<file path="src/rtl/jtag_pkg.sv">
// Shared TAP definitions: IEEE 1149.1 state encodings, IR capture pattern,
// BYPASS opcode helper and the TAP next-state graph.
package jtag_pkg;

  typedef enum logic [3:0] {
    TAP_EXIT2_DR   = 4'h0,
    TAP_EXIT1_DR   = 4'h1,
    TAP_SHIFT_DR   = 4'h2,
    TAP_PAUSE_DR   = 4'h3,
    TAP_SELECT_IR  = 4'h4,
    TAP_UPDATE_DR  = 4'h5,
    TAP_CAPTURE_DR = 4'h6,
    TAP_SELECT_DR  = 4'h7,
    TAP_EXIT2_IR   = 4'h8,
    TAP_EXIT1_IR   = 4'h9,
    TAP_SHIFT_IR   = 4'hA,
    TAP_PAUSE_IR   = 4'hB,
    TAP_RUN_IDLE   = 4'hC,
    TAP_UPDATE_IR  = 4'hD,
    TAP_CAPTURE_IR = 4'hE,
    TAP_RESET      = 4'hF
  } tap_state_e;

  localparam logic [1:0] IR_CAPTURE = 2'b01;

  // All-ones opcode of the given instruction width.
  function automatic logic [31:0] bypass_opcode(input int unsigned ir_width);
    return (32'd1 << ir_width) - 32'd1;
  endfunction

  function automatic tap_state_e tap_next(input tap_state_e s, input logic tms);
    tap_state_e n;
    n = TAP_RESET;
    case (s)
      TAP_RESET:      n = tms ? TAP_RESET     : TAP_RUN_IDLE;
      TAP_RUN_IDLE:   n = tms ? TAP_SELECT_DR : TAP_RUN_IDLE;
      TAP_SELECT_DR:  n = tms ? TAP_SELECT_IR : TAP_CAPTURE_DR;
      TAP_CAPTURE_DR: n = tms ? TAP_EXIT1_DR  : TAP_SHIFT_DR;
      TAP_SHIFT_DR:   n = tms ? TAP_EXIT1_DR  : TAP_SHIFT_DR;
      TAP_EXIT1_DR:   n = tms ? TAP_UPDATE_DR : TAP_PAUSE_DR;
      TAP_PAUSE_DR:   n = tms ? TAP_EXIT2_DR  : TAP_PAUSE_DR;
      TAP_EXIT2_DR:   n = tms ? TAP_UPDATE_DR : TAP_SHIFT_DR;
      TAP_UPDATE_DR:  n = tms ? TAP_SELECT_DR : TAP_RUN_IDLE;
      TAP_SELECT_IR:  n = tms ? TAP_RESET     : TAP_CAPTURE_IR;
      TAP_CAPTURE_IR: n = tms ? TAP_EXIT1_IR  : TAP_SHIFT_IR;
      TAP_SHIFT_IR:   n = tms ? TAP_EXIT1_IR  : TAP_SHIFT_IR;
      TAP_EXIT1_IR:   n = tms ? TAP_UPDATE_IR : TAP_PAUSE_IR;
      TAP_PAUSE_IR:   n = tms ? TAP_EXIT2_IR  : TAP_PAUSE_IR;
      TAP_EXIT2_IR:   n = tms ? TAP_UPDATE_IR : TAP_SHIFT_IR;
      TAP_UPDATE_IR:  n = tms ? TAP_SELECT_DR : TAP_RUN_IDLE;
      default:        n = TAP_RESET;
    endcase
    return n;
  endfunction

endpackage

</file>
<file path="src/rtl/sync_chain.sv">
// STAGES-deep flop chain bringing one asynchronous pin into the clk domain.
module sync_chain #(
  parameter int unsigned STAGES = 2
) (
  input  logic clk,
  input  logic rst,
  input  logic d_i,
  output logic q_o
);

  logic [STAGES-1:0] sync_q;

  always_ff @(posedge clk) begin
    if (rst) begin
      sync_q <= '0;
    end else begin
      sync_q <= {sync_q[STAGES-2:0], d_i};
    end
  end

  assign q_o = sync_q[STAGES-1];

endmodule

</file>
<file path="src/rtl/jtag_tap_port.sv">
// Oversampled JTAG TAP: pin synchronizers, TCK edge detection, IEEE 1149.1
// controller, instruction register and NUM_DR user data registers plus BYPASS.
module jtag_tap_port
  import jtag_pkg::*;
#(
  parameter int unsigned SYNC_STAGES = 2,
  parameter int unsigned IR_WIDTH    = 4,
  parameter int unsigned DR_WIDTH    = 16,
  parameter int unsigned NUM_DR      = 4
) (
  input  logic                       clk,
  input  logic                       rst,
  input  logic                       tck_in,
  input  logic                       tdi_in,
  input  logic                       tms_in,
  output logic                       tdo,
  input  logic [NUM_DR*DR_WIDTH-1:0] dr_capture_data,
  output logic [DR_WIDTH-1:0]        dr_update_data,
  output logic [IR_WIDTH-1:0]        dr_update_sel,
  output logic                       dr_update_vld,
  output logic [IR_WIDTH-1:0]        ir_value,
  output logic [3:0]                 tap_state
);

  localparam int unsigned          MASK_W    = $clog2(SYNC_STAGES + 2);
  localparam logic [MASK_W-1:0]    MASK_INIT = MASK_W'(SYNC_STAGES + 1);
  localparam logic [IR_WIDTH-1:0]  IR_BYPASS = IR_WIDTH'(bypass_opcode(IR_WIDTH));
  localparam logic [IR_WIDTH-1:0]  IR_CAP    = IR_WIDTH'(IR_CAPTURE);

  logic tck_s, tdi_s, tms_s;
  logic tck_prev_q;
  logic [MASK_W-1:0] mask_q;
  logic rise_c, fall_c;
  logic user_sel_c;
  logic [DR_WIDTH-1:0] cap_slice_c;

  tap_state_e          state_q;
  logic [IR_WIDTH-1:0] ir_sr_q;
  logic [IR_WIDTH-1:0] ir_q;
  logic [DR_WIDTH-1:0] dr_sr_q;
  logic                byp_q;
  logic                tdo_q;
  logic [DR_WIDTH-1:0] upd_data_q;
  logic [IR_WIDTH-1:0] upd_sel_q;
  logic                upd_vld_q;

  sync_chain #(.STAGES(SYNC_STAGES)) u_sync_tck (.clk(clk), .rst(rst), .d_i(tck_in), .q_o(tck_s));
  sync_chain #(.STAGES(SYNC_STAGES)) u_sync_tdi (.clk(clk), .rst(rst), .d_i(tdi_in), .q_o(tdi_s));
  sync_chain #(.STAGES(SYNC_STAGES)) u_sync_tms (.clk(clk), .rst(rst), .d_i(tms_in), .q_o(tms_s));

  // Edge mask hides the synchronizer filling up after reset release.
  always_ff @(posedge clk) begin
    if (rst) begin
      tck_prev_q <= 1'b0;
      mask_q     <= MASK_INIT;
    end else begin
      tck_prev_q <= tck_s;
      if (mask_q != '0) begin
        mask_q <= mask_q - MASK_W'(1);
      end
    end
  end

  assign rise_c = tck_s & ~tck_prev_q & (mask_q == '0);
  assign fall_c = ~tck_s & tck_prev_q & (mask_q == '0);

  assign user_sel_c = (32'(ir_q) < 32'(NUM_DR));

  always_comb begin
    cap_slice_c = '0;
    for (int k = 0; k < int'(NUM_DR); k++) begin
      if (ir_q == IR_WIDTH'(k)) begin
        cap_slice_c = dr_capture_data[k*DR_WIDTH +: DR_WIDTH];
      end
    end
  end

  // TAP controller; register actions belong to the state being left on rise.
  always_ff @(posedge clk) begin
    if (rst) begin
      state_q    <= TAP_RESET;
      ir_sr_q    <= '0;
      ir_q       <= IR_BYPASS;
      dr_sr_q    <= '0;
      byp_q      <= 1'b0;
      tdo_q      <= 1'b0;
      upd_data_q <= '0;
      upd_sel_q  <= '0;
      upd_vld_q  <= 1'b0;
    end else begin
      upd_vld_q <= 1'b0;
      if (rise_c) begin
        state_q <= tap_next(state_q, tms_s);
        case (state_q)
          TAP_CAPTURE_IR: ir_sr_q <= IR_CAP;
          TAP_SHIFT_IR:   ir_sr_q <= (ir_sr_q >> 1) | (IR_WIDTH'(tdi_s) << (IR_WIDTH - 1));
          TAP_UPDATE_IR:  ir_q    <= ir_sr_q;
          TAP_CAPTURE_DR: begin
            if (user_sel_c) dr_sr_q <= cap_slice_c;
            else            byp_q   <= 1'b0;
          end
          TAP_SHIFT_DR: begin
            if (user_sel_c) dr_sr_q <= (dr_sr_q >> 1) | (DR_WIDTH'(tdi_s) << (DR_WIDTH - 1));
            else            byp_q   <= tdi_s;
          end
          TAP_UPDATE_DR: begin
            if (user_sel_c) begin
              upd_data_q <= dr_sr_q;
              upd_sel_q  <= ir_q;
              upd_vld_q  <= 1'b1;
            end
          end
          default: ;
        endcase
      end
      if (fall_c) begin
        if (state_q == TAP_SHIFT_IR)      tdo_q <= ir_sr_q[0];
        else if (state_q == TAP_SHIFT_DR) tdo_q <= user_sel_c ? dr_sr_q[0] : byp_q;
        else                              tdo_q <= 1'b0;
      end
      if (state_q == TAP_RESET) begin
        ir_q    <= IR_BYPASS;
        dr_sr_q <= '0;
      end
    end
  end

  assign tdo            = tdo_q;
  assign dr_update_data = upd_data_q;
  assign dr_update_sel  = upd_sel_q;
  assign dr_update_vld  = upd_vld_q;
  assign ir_value       = ir_q;
  assign tap_state      = state_q;

endmodule

</file>
<file path="config.mk">
export PLATFORM = sky130hd
export DESIGN_NAME = jtag_tap_port
export DESIGN_NICKNAME = d
export VERILOG_FILES = /design/src/rtl/jtag_pkg.sv /design/src/rtl/sync_chain.sv /design/src/rtl/jtag_tap_port.sv
export SDC_FILE = /design/constraint.sdc
export NUM_CORES = 1
export LEC_CHECK = 0
export ABC_AREA = 0
export BUFFER_PORTS_ARGS = -buffer_cell sky130_fd_sc_hd__buf_2
export CAP_MARGIN = 30
export CORE_ASPECT_RATIO = 1.2
export CORE_MARGIN = 2
export CORE_UTILIZATION = 45
export DETAILED_ROUTE_END_ITERATION = 6
export PLACE_DENSITY_LB_ADDON = 0.15
export SETUP_SLACK_MARGIN = 0.15
export SYNTH_ARGS = -nofsm -noshare
export SYNTH_HDL_FRONTEND = slang
export SYNTH_HIERARCHICAL = 1
export SYNTH_SLANG_ARGS = --single-unit
</file>
<file path="constraint.sdc">
create_clock -name clk -period 2.81 [get_ports clk]
set_clock_uncertainty 0.15 [all_clocks]
set_input_delay 0.1405 -clock clk [delete_from_list [all_inputs] [get_ports clk]]
set_output_delay 0.1405 -clock clk [all_outputs]
set_load 0.02 [all_outputs]
</file>
==> key figures <==
Floorplan
  – IO Pins: 99
  – Die Area: between 0.007 and 0.008 mm^2
  – Core Footprint: 0.00637 mm^2
  – # rows: 32
  – Initial Util: 46.2%
  – Die height: just over 90 um
  – Die Width: 77.8 um

STA
  – Tmin final: 2.17 ns
  – Setup TNS: 0 ns
  – Fin crit share: 77.1%
  – Max_slew headroom: roughly 45%
  – Hold_ws: ~0.08 ns
  – Worst Max-Slew Pin Slew: 0.829 ns
  – RSZ-0062 raised after global routing: false
  – Highest Clock Rate: 462 MHz
  – Number of max-slew violations in the final report: 0
  – Fin. Hold Viols: 0
  – Final setup fails: 0

Clocking
  – # hold bufs at CTS: 4
  – TritonCTS clock tree: done
  – Clk sinks: 60
  – Clock Pin Slew Worst Setup and Hold Paths: around 0.07 ns
  – Post CTS Setup Buffer Count: 0
  – CTS Root Cell: clkbuf_8
  – Latest clock arrival within the worst-skew pair: approximately 0.33 ns
  – CTS H-Tree Depth: 3
  – PostCTS Resize Cnt: 0
  – CTS Buf Count: 9
  – Maximum buffer depth of the clock tree: 2

GRT
  – First-pass GRT wire length: 11.5 mm
  – GRT overflow: 0
  – All-Layer GR Usage: 20.7%
  – Largest net degree at the start of global routing: 41
  – Vias in the first global route: ~2,400
  – Antenna violations before repair: 0

Routing
  – Antenna-violating nets left: 0
  – Drt drc: 0
  – First-pass iteration count of the detailed router: 4
  – Vias: 2,529
  – Routed WL: between 7 and 8 mm
  – Initial DRC Count: 167
  – WL/cell: 15.3 um
  – Vias per cell: 5.31

Critical path
  – Critical Path RT: 2.87 ns
  – Critical path launch point type: flip-flop
  – Crit-path max FO: 21
  – Critical-path top delay cell: nand4_4
  – Worst Path Arrival: 2.23 ns
  – Crit path max-delay family: simple AND/OR/NAND/NOR gates
  – Reg-to-Reg Start: mask_q[0]$_SDFFE_PP1N_
  – CP endpoint kind: flip-flop
  – Crit path buf inv count: 1
  – Cells along the critical path: inv_1 -> ha_1 -> and3b_1 -> nand4_4 -> mux2i_1 -> nor2_1
  – Worst Setup SP: mask_q[0]$_SDFFE_PP1N_
  – Kind of critical path: flip-flop to flip-flop
  – Delay of the slowest cell on the worst path: approximately 0.47 ns

Yosys
  – Post-Syn Nets: 360
  – Prevailing post-synth register cell: dfxtp_1
  – Post-synth ARST share: 0%
  – Sequential fraction of the synthesis area: 40.9%
  – Area contributors post-synth: dfxtp_1, mux4_2, mux2i_1, a21oi_1, nor2_1
  – Library cells used by synthesis: 44
  – Mean Syn Cell Area: 10.1 um^2
  – Number of flops mapped to enable cells by yosys: 0
  – Mapped Cells: 290
  – Synthesized area: 0.00294 mm^2
  – Synth area leader: dfxtp_1
  – Synth Register Bits: 60
  – YS warnings: 6
  – Area fraction of the dominant cell type after synthesis: slightly above 40%
  – Synth cell count leaders: dfxtp_1, mux2i_1, nor2_1, a21oi_1
  – Most frequent cell after synthesis: dfxtp_1

Pwr
  – Worst vdd ir: 0.329 mV
  – Power density cells: roughly 470 mW/mm^2
  – Leak Pwr: approximately 0.0017 uW

Job
  – Max-cap violations: 0

Cells and area
  – Fraction of layout cells with a size suffix above 1: between 40% and 50%
  – Fin nets: around 460
  – Diodes inserted: 0
  – Area Overhead vs Synth: 25.1%

Place
  – Detailed placement HPWL: 5.20 mm
  – GP Congestion: about 0.8
  – PortBufs: around 100

Min path
  – Hold Startpoint: dr_capture_data[60]
  – Hold WC Path Type: input port to flip-flop

Run status
  – Status: finished, final reports clean
## worst paths after layout
| path | endpoint | slack, ns | cells past startpoint |
|---|---|---|---|
| setup / recovery | dr_update_data[1]$_SDFFE_PP0P_ | 0.64 | 6 |
| hold / removal | dr_sr_q[12]$_SDFFE_PP0P_ | 0.08 | 4 |
| setup reg to reg | dr_update_data[1]$_SDFFE_PP0P_ | 0.64 | 6 |
| hold reg to reg | u_sync_tdi/sync_q[1]$_SDFF_PP0_ | 0.29 | 1 |
## area by class of cell
type	instances	area, um^2
Sequential cell	60	1200
Timing Repair Buffer	111	602
Fill cell	554	2690
Clock buffer	12	165
Inverter	4	15.0
Clock inverter	2	10.0
Multi-Input combinational cell	202	1580
Tap cell	85	106
## report_power, final
group	internal, uW	switching, uW	leakage (uW)
Clock	379	325	0.0000941
Sequential	863	13.6	0.000486
Combinational	89.4	61.6	0.00115
Total	1330	401	0.00173
## registers in the layout, indices dropped and copies added, names as in the netlist
signal             flops
byp_q                  1
dr_sr_q               16
dr_update_data        16
dr_update_sel          4
dr_update_vld          1
ir_sr_q                4
ir_value               4
mask_q                 2
tap_state              4
tck_prev_q             1
tdo                    1
u_sync_tck/sync_q      2
u_sync_tdi/sync_q      2
u_sync_tms/sync_q      2
## worst register-to-register path, delay by kind of cell, from the launching register on
family                   cells  cell delay [ns]
flip-flops                   1             0.33
AND/OR/NAND/NOR              3             0.91
adder cells (fa/ha/maj)      1             0.26
buffers and inverters        1             0.06
multiplexers                 1             0.34
## layer usage
metal	up-vias	share of wire (%)	GRT usage [%]
met5	-	0	0
met3	15	5.7	4.68
met4	0	2.2	10.7
li1	1241	-	-
met1	1182	42	24.9
met2	91	50	34.5
## cell families (layout without fill, tap and decap cells)
group	count (synthesis)	after routing	share of synthesized area (%)
xor gates and xnor gates	1	1	0.298
DFF	60	60	40.9
muxes	45	45	21.7
adders and majority gates	1	1	0.425
buffers and inverters	28	129	5.70
and+or+nand+nor	91	91	17.8
AOI/OAI and AO/OA	64	64	13.1
## layout by cell type (no fill, tap or decap), types with 12 or more instances in the layout
master / n
mux2i_1: 29
mux4_2: 15
a21oi_1: 22
nand3_1: 13
buf_2: 98
dfxtp_1: 60
o21ai_1: 12
clkbuf_8: 12
nor2_1: 26
nand2_1: 15
## through the flow
step | total power [uW] | setup slack [ns] | cells | utilization, % | instance area (um^2)
after floorplan | 974 | 1.11 | 290 | - | 2940
after global placement | 1040 | 0.727 | 457 | 54.2 | 3450
after detailed placement | 1040 | 0.640 | 458 | 54.4 | 3460
after CTS | 1740 | 0.617 | 476 | 57.8 | 3680
after global routing | 1790 | 0.414 | 476 | 57.8 | 3680
final | 1730 | 0.644 | 476 | 57.8 | 3680
(Power assumes the default switching activity.)
